**config.mk**
```make
export PLATFORM = sky130hd
export DESIGN_NAME = timer_entry
export DESIGN_NICKNAME = d
export VERILOG_FILES = /design/src/rtl/timer_entry_pkg.sv /design/src/rtl/timer_entry_btn_debounce.sv /design/src/rtl/timer_entry.sv
export SDC_FILE = /design/constraint.sdc
export NUM_CORES = 1
export LEC_CHECK = 0
export CAP_MARGIN = 15
export CORE_MARGIN = 1.5
export CORE_UTILIZATION = 50
export CTS_BUF_LIST = sky130_fd_sc_hd__clkbuf_16
export CTS_CLUSTER_SIZE = 20
export DETAILED_ROUTE_END_ITERATION = 7
export MAX_ROUTING_LAYER = met4
export PLACE_DENSITY = 0.69
export SYNTH_ARGS = -nofsm -noshare
export SYNTH_HDL_FRONTEND = slang
export SYNTH_HIERARCHICAL = 1
export SYNTH_SLANG_ARGS = --single-unit
```
**constraint.sdc**
```tcl
create_clock -name CLK -period 2.89 [get_ports CLK]
set_clock_uncertainty 0.2 [all_clocks]
set_input_delay 0.289 -clock CLK [delete_from_list [all_inputs] [get_ports CLK]]
set_output_delay 0.289 -clock CLK [all_outputs]
set_load 0.02 [all_outputs]
```
**src/rtl/timer_entry_pkg.sv**
```systemverilog
// Shared encodings for the kitchen-timer entry stage: FSM states,
// digit limits, digit indices and button bit positions.
package timer_entry_pkg;

    typedef enum logic [2:0] {
        EDIT_MU = 3'd0,
        EDIT_ML = 3'd1,
        EDIT_SU = 3'd2,
        EDIT_SL = 3'd3,
        ARMED   = 3'd4
    } state_t;

    localparam logic [3:0] MAX_TENS_SEC = 4'd5;
    localparam logic [3:0] MAX_DIGIT    = 4'd9;

    localparam logic [1:0] DIG_MU = 2'd0;
    localparam logic [1:0] DIG_ML = 2'd1;
    localparam logic [1:0] DIG_SU = 2'd2;
    localparam logic [1:0] DIG_SL = 2'd3;

    localparam int BTN_INC   = 0;
    localparam int BTN_NEXT  = 1;
    localparam int BTN_START = 2;
    localparam int BTN_CLEAR = 3;

    // Seconds tens is the only digit limited to 0..5
    function automatic logic [3:0] digit_max(input logic [1:0] idx);
        return (idx == DIG_SU) ? MAX_TENS_SEC : MAX_DIGIT;
    endfunction

    function automatic logic [3:0] inc_digit(input logic [3:0] d, input logic [3:0] max);
        return (d >= max) ? 4'd0 : d + 4'd1;
    endfunction

    function automatic state_t next_edit(input state_t s);
        case (s)
            EDIT_MU: return EDIT_ML;
            EDIT_ML: return EDIT_SU;
            EDIT_SU: return EDIT_SL;
            default: return EDIT_MU;
        endcase
    endfunction

endpackage

```
**src/rtl/timer_entry_btn_debounce.sv**
```systemverilog
// Button conditioner: two-flop synchroniser, consecutive-cycle debounce,
// and a single-cycle rising-edge event on the debounced level.
module btn_debounce #(
    parameter int DEBOUNCE_CYCLES = 500000
) (
    input  logic CLK,
    input  logic reset,
    input  logic raw,
    output logic level,
    output logic rise_pulse
);

    localparam int CW = $clog2(DEBOUNCE_CYCLES + 1);

    logic          r_sync1;
    logic          r_sync2;
    logic          r_level;
    logic          r_level_d;
    logic [CW-1:0] r_cnt;

    // Synchronise, then accept a new level only after it has held unbroken
    always_ff @(posedge CLK or posedge reset) begin
        if (reset) begin
            r_sync1   <= 1'b0;
            r_sync2   <= 1'b0;
            r_level   <= 1'b0;
            r_level_d <= 1'b0;
            r_cnt     <= '0;
        end else begin
            r_sync1   <= raw;
            r_sync2   <= r_sync1;
            r_level_d <= r_level;
            if (r_sync2 != r_level) begin
                if (r_cnt == CW'(DEBOUNCE_CYCLES - 1)) begin
                    r_level <= r_sync2;
                    r_cnt   <= '0;
                end else begin
                    r_cnt <= r_cnt + 1'b1;
                end
            end else begin
                r_cnt <= '0;
            end
        end
    end

    assign level      = r_level;
    assign rise_pulse = r_level & ~r_level_d;

endmodule

```
**src/rtl/timer_entry.sv**
```systemverilog
// Time-entry stage: debounced buttons edit four BCD digits (MM:SS) and
// arm the countdown stage with a one-cycle start pulse.
//
// state   | meaning
// EDIT_MU | editing minutes tens
// EDIT_ML | editing minutes units
// EDIT_SU | editing seconds tens (0..5)
// EDIT_SL | editing seconds units
// ARMED   | entry locked, countdown running downstream
module timer_entry
    import timer_entry_pkg::*;
#(
    parameter int DEBOUNCE_CYCLES = 500000,
    parameter int BLINK_CYCLES    = 12500000
) (
    input  logic       CLK,
    input  logic       reset,
    input  logic       btn_next,
    input  logic       btn_inc,
    input  logic       btn_start,
    input  logic       btn_clear,
    output logic [7:0] minutes_upper,
    output logic [7:0] minutes_lower,
    output logic [7:0] seconds_upper,
    output logic [7:0] seconds_lower,
    output logic [1:0] edit_sel,
    output logic       blink,
    output logic       armed,
    output logic       start_pulse
);

    localparam int BW = $clog2(BLINK_CYCLES + 1);

    logic [3:0]    w_raw;
    logic [3:0]    w_level;
    logic [3:0]    w_rise;
    logic          w_all_zero;

    logic [3:0]    r_ev;
    state_t        r_state;
    logic [3:0]    r_digit [4];
    logic [1:0]    r_edit_sel;
    logic [BW-1:0] r_blink_cnt;
    logic          r_blink;
    logic          r_armed;
    logic          r_start_pulse;

    assign w_raw = {btn_clear, btn_start, btn_next, btn_inc};

    for (genvar g = 0; g < 4; g++) begin : g_btn
        btn_debounce #(.DEBOUNCE_CYCLES(DEBOUNCE_CYCLES)) u_db (
            .CLK        (CLK),
            .reset      (reset),
            .raw        (w_raw[g]),
            .level      (w_level[g]),
            .rise_pulse (w_rise[g])
        );
    end

    assign w_all_zero = (r_digit[0] == 4'd0) && (r_digit[1] == 4'd0) &&
                        (r_digit[2] == 4'd0) && (r_digit[3] == 4'd0);

    // Register button events so the FSM sees one clean pulse per press
    always_ff @(posedge CLK or posedge reset) begin
        if (reset) begin
            r_ev <= '0;
        end else begin
            r_ev <= w_rise & w_level;
        end
    end

    // Entry FSM, digit registers and blink indicator; clear > start > next > inc
    always_ff @(posedge CLK or posedge reset) begin
        if (reset) begin
            r_state       <= EDIT_MU;
            for (int i = 0; i < 4; i++) r_digit[i] <= 4'd0;
            r_edit_sel    <= DIG_MU;
            r_blink_cnt   <= '0;
            r_blink       <= 1'b0;
            r_armed       <= 1'b0;
            r_start_pulse <= 1'b0;
        end else begin
            r_start_pulse <= 1'b0;

            // Free-running blink while editing; transitions below restart it
            if (r_state != ARMED) begin
                if (r_blink_cnt == BW'(BLINK_CYCLES - 1)) begin
                    r_blink_cnt <= '0;
                    r_blink     <= ~r_blink;
                end else begin
                    r_blink_cnt <= r_blink_cnt + 1'b1;
                end
            end else begin
                r_blink_cnt <= '0;
                r_blink     <= 1'b0;
            end

            if (r_ev[BTN_CLEAR]) begin
                for (int i = 0; i < 4; i++) r_digit[i] <= 4'd0;
                r_armed    <= 1'b0;
                r_edit_sel <= DIG_MU;
                if (r_state != EDIT_MU) begin
                    r_state     <= EDIT_MU;
                    r_blink_cnt <= '0;
                    r_blink     <= 1'b0;
                end
            end else if (r_ev[BTN_START]) begin
                if (r_state != ARMED && !w_all_zero) begin
                    r_state       <= ARMED;
                    r_armed       <= 1'b1;
                    r_start_pulse <= 1'b1;
                    r_blink_cnt   <= '0;
                    r_blink       <= 1'b0;
                end
            end else if (r_ev[BTN_NEXT]) begin
                if (r_state != ARMED) begin
                    r_state     <= next_edit(r_state);
                    r_edit_sel  <= r_edit_sel + 2'd1;
                    r_blink_cnt <= '0;
                    r_blink     <= 1'b0;
                end
            end else if (r_ev[BTN_INC]) begin
                if (r_state != ARMED) begin
                    r_digit[r_edit_sel] <= inc_digit(r_digit[r_edit_sel], digit_max(r_edit_sel));
                end
            end
        end
    end

    assign minutes_upper = {4'b0000, r_digit[DIG_MU]};
    assign minutes_lower = {4'b0000, r_digit[DIG_ML]};
    assign seconds_upper = {4'b0000, r_digit[DIG_SU]};
    assign seconds_lower = {4'b0000, r_digit[DIG_SL]};
    assign edit_sel      = r_edit_sel;
    assign blink         = r_blink;
    assign armed         = r_armed;
    assign start_pulse   = r_start_pulse;

endmodule

```
==> results by group, run 1 <==
Outcome
  – Status: complete, no violations

Critical path
  – Critical Path End Type: flop
  – Crit start category: flop
  – CP delay by family, top: multiplexers
  – R2r startpoint: edit_sel[1]$_DFFE_PP0P_
  – CP endpoint: minutes_upper[0]$_DFFE_PP0P_
  – Crit-path max cell delay: 0.60 ns
  – Worst r2r dst: minutes_upper[0]$_DFFE_PP0P_
  – Levels on crit path: 7
  – R2r worst-path depth: 7
  – WS Path Type: flop to flop
  – Crit path from: edit_sel[1]$_DFFE_PP0P_
  – Crit path buf inv count: 1
  – R2r setup slk: 0.34 ns
  – CP max FO: 9
  – Slowest CP cell: mux4_2
  – Crit-path cells: mux4_2, ha_1, nand2_1, o21ai_1, buf_4, or3_1, a21oi_1
  – Crit path arrival time: 2.69 ns
  – Crit path required time: 3.03 ns

Logic synthesis
  – Top cells by area, synth: dfrtp_1 49%, nor2_1 6.2%, xor2_1 5.6%
  – Top cells by count, synth: 144 x dfrtp_1, 120 x nor2_1, 47 x xor2_1
  – Post-synth EDFFs: 0
  – Yosys reg bits: 144
  – Post-Syn Instances: 709
  – Synth Warn #: 6
  – Seq/Total Area, Yosys: 49.43%
  – Top FF cell, synth: dfrtp_1
  – Count leader, synth: dfrtp_1
  – Count of cell types in the netlist: 47
  – Area leader, netlist: dfrtp_1
  – Top cell type's share of synthesized area: 49.43%
  – Asr flop ratio synth: 100.0%
  – Syn_area_per_cell: 10.28 um2
  – Post-synthesis cell area: 0.007289 mm2

Worst hold path
  – HP Class: input port to flop

Drt
  – Post-Route WL: 14180 um
  – Via Count: 5253
  – DRT iter0 DRCs: 325
  – Vias per cell: 5.673
  – Avg WL per Cell: 15.32 um
  – Antenna-violating nets left: 0
  – DRC: 0
  – DRT Pass-1 Iters: 5

Timing
  – Max Freq: 392.3 MHz
  – Slew Limit Fails: 0
  – TNS Setup: 0 ns
  – Slew headroom: 42.24%
  – Setup WS post-layout: 0.3410 ns
  – Final hold vios: 0
  – Period utilisation layout: 88.20%
  – Final min period: 2.549 ns
  – Final setup viols: 0
  – Hold_ws: 0.1143 ns
  – RSZ-0062 raised after global routing: no
  – Tightest Pin Transition: 0.8654 ns

Global route
  – Largest net degree at the start of global routing: 53
  – Total grt overflow: 0
  – GRT Total Usage: 20.94%
  – Vias in the first global route: 5278
  – Initial antenna violation count: 0
  – First-pass GRT wire length: 24450 um

Floorplanning
  – Core area: 0.01404 mm2
  – Die area: 0.01531 mm2
  – DIE WIDTH: 123.7 um
  – Initial Util: 51.91%
  – Row count: 43
  – I/O Pins: 43
  – Die Span Y: 123.7 um

Layout
  – Area Overhead vs Synth: 11.55%
  – FF+latch area: 0.003603 mm2
  – Area of the multi-input gates: 0.003359 mm2
  – Total Nets Final: 757
  – Diodes inserted: 0
  – Proportion of layout cells with a drive suffix above 1: 7.641%
  – # fillers: 1161

Clock tree
  – Clock Sinks: 144
  – Num CTS Buffers: 17
  – CTS tree: yes
  – CTS root buf: clkbuf_16
  – H-tree Lvls: 4
  – Clock transition at path regs: 0.06 ns
  – Post-CTS Setup Bufs: 0
  – Clk_lat worst skew: 0.42 ns
  – PostCTS Resize Cnt: 0
  – Max Buffers Root-to-Sink: 2
  – CTS Hold Bufs: 0

Run
  – Max-cap violations: 0

Place
  – Post-DP HPWL: 9597 um
  – Number of port buffers: 26
  – Worst slack, placed: 0.3681 ns
  – Final GP Congestion: 0.8463

Power
  – Pwr per Cell Area: 534.9 mW/mm2
  – P_leak: 3.573 nW
  – Max VDD drop: 468.4 uV
==> how the worst min path moves through the flow <==
stage / startpoint / to / slack [ns] / depth (start not counted)
floorplan: reset / g_btn[0].u_db/level$_DFFE_PP0P_ / 0.09 / 1
global placement: g_btn[3].u_db/r_sync1$_DFF_PP0_ / g_btn[3].u_db/r_sync2$_DFF_PP0_ / 0.13 / 0
detailed placement: g_btn[1].u_db/r_sync1$_DFF_PP0_ / g_btn[1].u_db/r_sync2$_DFF_PP0_ / 0.15 / 0
CTS: btn_start / g_btn[2].u_db/r_sync1$_DFF_PP0_ / 0.10 / 1
global route: btn_start / g_btn[2].u_db/r_sync1$_DFF_PP0_ / 0.10 / 1
finish: btn_next / g_btn[1].u_db/r_sync1$_DFF_PP0_ / 0.11 / 1
==> cell usage in the layout, fill, tap and decap left out, types with 17 or more instances in the layout <==
cell type / n
a21oi_1: 27
clkbuf_16: 17
clkdlybuf4s50_1: 26
dfrtp_1: 144
nand2_1: 34
nand3_1: 43
nand4_1: 26
nor2_1: 120
nor3_1: 18
xnor2_1: 39
xor2_1: 47
==> cells by family (layout without fill, tap and decap cells) <==
group,count (synthesis),in the layout,share of synthesized area [%]
AO/OA/AOI/OAI,54,54,4.600
XOR/XNOR,86,86,10.33
adder cells (fa/ha/maj),14,14,2.403
buffers and inverters,53,75,5.252
flip-flops,144,144,49.43
multiplexers,11,11,2.472
other,1,16,0.05144
AND/OR/NAND/NOR,346,346,25.46
==> sequential cells by signal, summed over array words and instances, names as in the netlist <==
register / cells
armed: 1
blink: 1
edit_sel: 2
g_btn.u_db/level: 4
g_btn.u_db/r_cnt: 76
g_btn.u_db/r_level_d: 4
g_btn.u_db/r_sync1: 4
g_btn.u_db/r_sync2: 4
minutes_lower: 4
minutes_upper: 4
r_blink_cnt: 24
r_ev: 4
r_state: 3
seconds_lower: 4
seconds_upper: 4
start_pulse: 1
==> per-layer routing <==
layer	up-vias	wire length (um)	track usage, %	part of all wire (%)
li1	2506	-	-	-
met1	2614	6347	25.83	45
met2	118	7009	34.01	49
met3	15	633	5.037	4.5
met4	0	194	6.968	1.4
met5	-	0	-	0
==> area by class of cell <==
| type | instances | area share (%) |
|---|---|---|
| inverters | 14 | 0.6463 |
| well taps | 180 | 2.770 |
| multi-input cells | 527 | 41.31 |
| repair buffers | 33 | 3.847 |
| flip-flops and latches | 144 | 44.31 |
| clock buffers | 17 | 5.232 |
| clock inverters | 11 | 1.877 |
==> per-stage QoR <==
step	cell area (um2)	utilization, %	total power, mW	std cells
after floorplan	7346	-	2.202	724
after global placement	7553	53.79	2.196	898
after detailed placement	7553	53.79	2.201	898
after CTS	8132	57.91	4.405	926
after global routing	8132	57.91	4.501	926
final	8132	57.91	4.349	926
==> report_power, final <==
group / internal (mW) / switching, mW
Combinational: 0.0237 / 0.0842
Clock: 1.41 / 0.781
Sequential: 2.04 / 0.0178
No activity file was read; power rests on OpenSTA's default activity.
==> inputs of run 2 (changes only) <==
==> constraint.sdc (replaced) <==
create_clock -name CLK -period 2.73 [get_ports CLK]
set_clock_uncertainty 0.2 [all_clocks]
set_input_delay 0.273 -clock CLK [delete_from_list [all_inputs] [get_ports CLK]]
set_output_delay 0.273 -clock CLK [all_outputs]
set_load 0.02 [all_outputs]
==> run 2 against run 1 <==
Effect of this change: clock power about the same; register-to-register slack got worse by 0.13 ns; clock-buffer cell count is the same; critical path type unchanged; critical endpoint is now seconds_lower[0]$_DFFE_PP0P_; critical path depth grew 3; non-clock buffer count increased by 2; final cell count up 0.32%.
==> results by group, run 2 (synthesized netlist as in run 1, its figures left out) <==
Drt
  – DRT Pass-1 Iters: 5
  – Post-Route WL: 13940 um
  – DRT iter0 DRCs: 418
  – DRC: 0
  – Via Count: 5301
  – Vias per cell: 5.706
  – Avg WL per Cell: 15.00 um
  – Antenna-violating nets left: 0

Timing
  – Final setup viols: 0
  – TNS Setup: 0 ns
  – Final hold vios: 0
  – Period utilisation layout: 92.22%
  – Max Freq: 397.2 MHz
  – Final min period: 2.518 ns
  – Tightest Pin Transition: 1.002 ns
  – Setup WS post-layout: 0.2124 ns
  – Slew Limit Fails: 0
  – RSZ-0062 raised after global routing: no
  – Slew headroom: 32.98%

Floorplanning
  – I/O Pins: 43
  – Die area: 0.01531 mm2
  – Row count: 43
  – DIE WIDTH: 123.7 um
  – Core area: 0.01404 mm2
  – Die Span Y: 123.7 um
  – Initial Util: 51.91%

Layout
  – Biggest regs: g_btn.u_db/r_cnt (76), r_blink_cnt (24)
  – Fin area: 0.008129 mm2
  – Most common cell after layout, fill and taps aside: dfrtp_1
  – Most flops, register: g_btn.u_db/r_cnt
  – Area Overhead vs Synth: 11.52%
  – Diodes inserted: 0
  – Proportion of layout cells with a drive suffix above 1: 8.278%
  – Total Nets Final: 759
  – Largest register FFs: 76
  – Commonest non-fill, non-tap cells in the layout: 144 x dfrtp_1, 120 x nor2_1, 47 x xor2_1, 43 x nand3_1, 39 x xnor2_1

Critical path
  – Crit-path max cell delay: 0.55 ns
  – Slowest CP cell: mux4_2
  – Crit path from: edit_sel[0]$_DFFE_PP0P_
  – Worst r2r dst: seconds_lower[0]$_DFFE_PP0P_
  – CP most frequent cell: buf_4
  – R2r startpoint: edit_sel[0]$_DFFE_PP0P_
  – Critical Path End Type: flop
  – R2r worst-path depth: 10
  – Crit start category: flop
  – Crit path required time: 2.88 ns
  – Crit path arrival time: 2.67 ns
  – CP endpoint: seconds_lower[0]$_DFFE_PP0P_
  – WS Path Type: flop to flop
  – CP max FO: 15
  – Crit-path cells: buf_4, mux4_2, inv_1, ha_1, nor2b_1, o21ai_1, buf_4, nor3_1, a21oi_1, nor2_1
  – R2r setup slk: 0.21 ns

Global route
  – Largest net degree at the start of global routing: 36
  – Initial antenna violation count: 0
  – GRT Total Usage: 21.01%
  – Vias in the first global route: 5159
  – Total grt overflow: 0
  – First-pass GRT wire length: 24530 um

Worst hold path
  – HP Class: input port to flop

Clock tree
  – Post-CTS Setup Bufs: 0
  – H-tree Lvls: 4
  – CTS Hold Bufs: 0
  – Clock transition at path regs: 0.06 ns
  – PostCTS Resize Cnt: 0
  – Num CTS Buffers: 17
  – Clk_lat worst skew: 0.41 ns
  – Max Buffers Root-to-Sink: 2
  – Clock Sinks: 144
  – CTS root buf: clkbuf_16
  – CTS tree: yes

Outcome
  – Status: complete, no violations

Run
  – Max-cap violations: 0

Power
  – P_leak: 3.555 nW
  – Pwr per Cell Area: 548.2 mW/mm2
  – Max VDD drop: 461.2 uV

Place
  – Final GP Congestion: 0.8822
  – Worst slack, placed: 0.2905 ns
  – Number of port buffers: 26
  – Post-DP HPWL: 9790 um
  – Area after DPL: 0.007581 mm2
[run 2: worst min path at each step]
stage / from / endpoint / slack, ns / depth (start not counted)
5_1_grt: btn_start / g_btn[2].u_db/r_sync1$_DFF_PP0_ / 0.09 / 1
2_1_floorplan: reset / g_btn[0].u_db/level$_DFFE_PP0P_ / 0.07 / 1
3_3_place_gp: g_btn[1].u_db/r_sync1$_DFF_PP0_ / g_btn[1].u_db/r_sync2$_DFF_PP0_ / 0.13 / 0
6_report: btn_clear / g_btn[3].u_db/r_sync1$_DFF_PP0_ / 0.09 / 1
4_1_cts: btn_clear / g_btn[3].u_db/r_sync1$_DFF_PP0_ / 0.08 / 1
3_5_place_dp: g_btn[1].u_db/r_sync1$_DFF_PP0_ / g_btn[1].u_db/r_sync2$_DFF_PP0_ / 0.14 / 0
[run 2: power by group]
group	total [mW]	switching [mW]	internal (mW)
combinational	0.122	0.0908	0.0313
clock	2.16	0.844	1.32
sequential	2.18	0.0192	2.16
total	4.46	0.954	3.50
[run 2: metal layers]
layer / global-route usage, % / up-vias / share of wire [%]
met2: 33.49 / 132 / 49
li1: - / 2527 / -
met4: 6.681 / 0 / 1.3
met5: - / - / 0
met1: 26.72 / 2621 / 46
met3: 4.853 / 21 / 4.2
[run 2: stage by stage]
step | power, mW | instances | hold slack (ns) | util [%]
after floorplan | 2.331 | 724 | 0.07492 | -
after global placement | 2.332 | 900 | 0.1349 | 53.99
after detailed placement | 2.338 | 900 | 0.1370 | 53.99
after CTS | 4.509 | 929 | 0.07849 | 57.89
after global routing | 4.626 | 929 | 0.08803 | 57.89
final | 4.457 | 929 | 0.09247 | 57.89
[run 2: final cells by class]
type,count,area [um2]
clock buffers,17,425.4
clock inverters,12,122.6
fillers,1174,5913
inverters,14,52.55
multi-input cells,527,3359
flip-flops and latches,144,3603
well taps,180,225.2
repair buffers,35,340.3
[run 2: critical path: cells and delay by family (launching register included)]
| family | cells | cell delay (ns) |
|---|---|---|
| adder cells (fa/ha/maj) | 1 | 0.13 |
| buffers and inverters | 3 | 0.48 |
| AND/OR/NAND/NOR | 3 | 0.48 |
| flip-flops | 1 | 0.41 |
| multiplexers | 1 | 0.55 |
| AO/OA/AOI/OAI | 2 | 0.18 |
==> inputs of run 3 (changes only) <==
--- a/config.mk
+++ b/config.mk
@@ -9,7 +9,6 @@
 export CORE_MARGIN = 1.5
 export CORE_UTILIZATION = 50
 export CTS_BUF_LIST = sky130_fd_sc_hd__clkbuf_16
-export CTS_CLUSTER_SIZE = 20
 export DETAILED_ROUTE_END_ITERATION = 7
 export MAX_ROUTING_LAYER = met4
 export PLACE_DENSITY = 0.69
==> results of run 3 <==
Same layout as run 2: the final DEF is identical, and so are final timing and power.
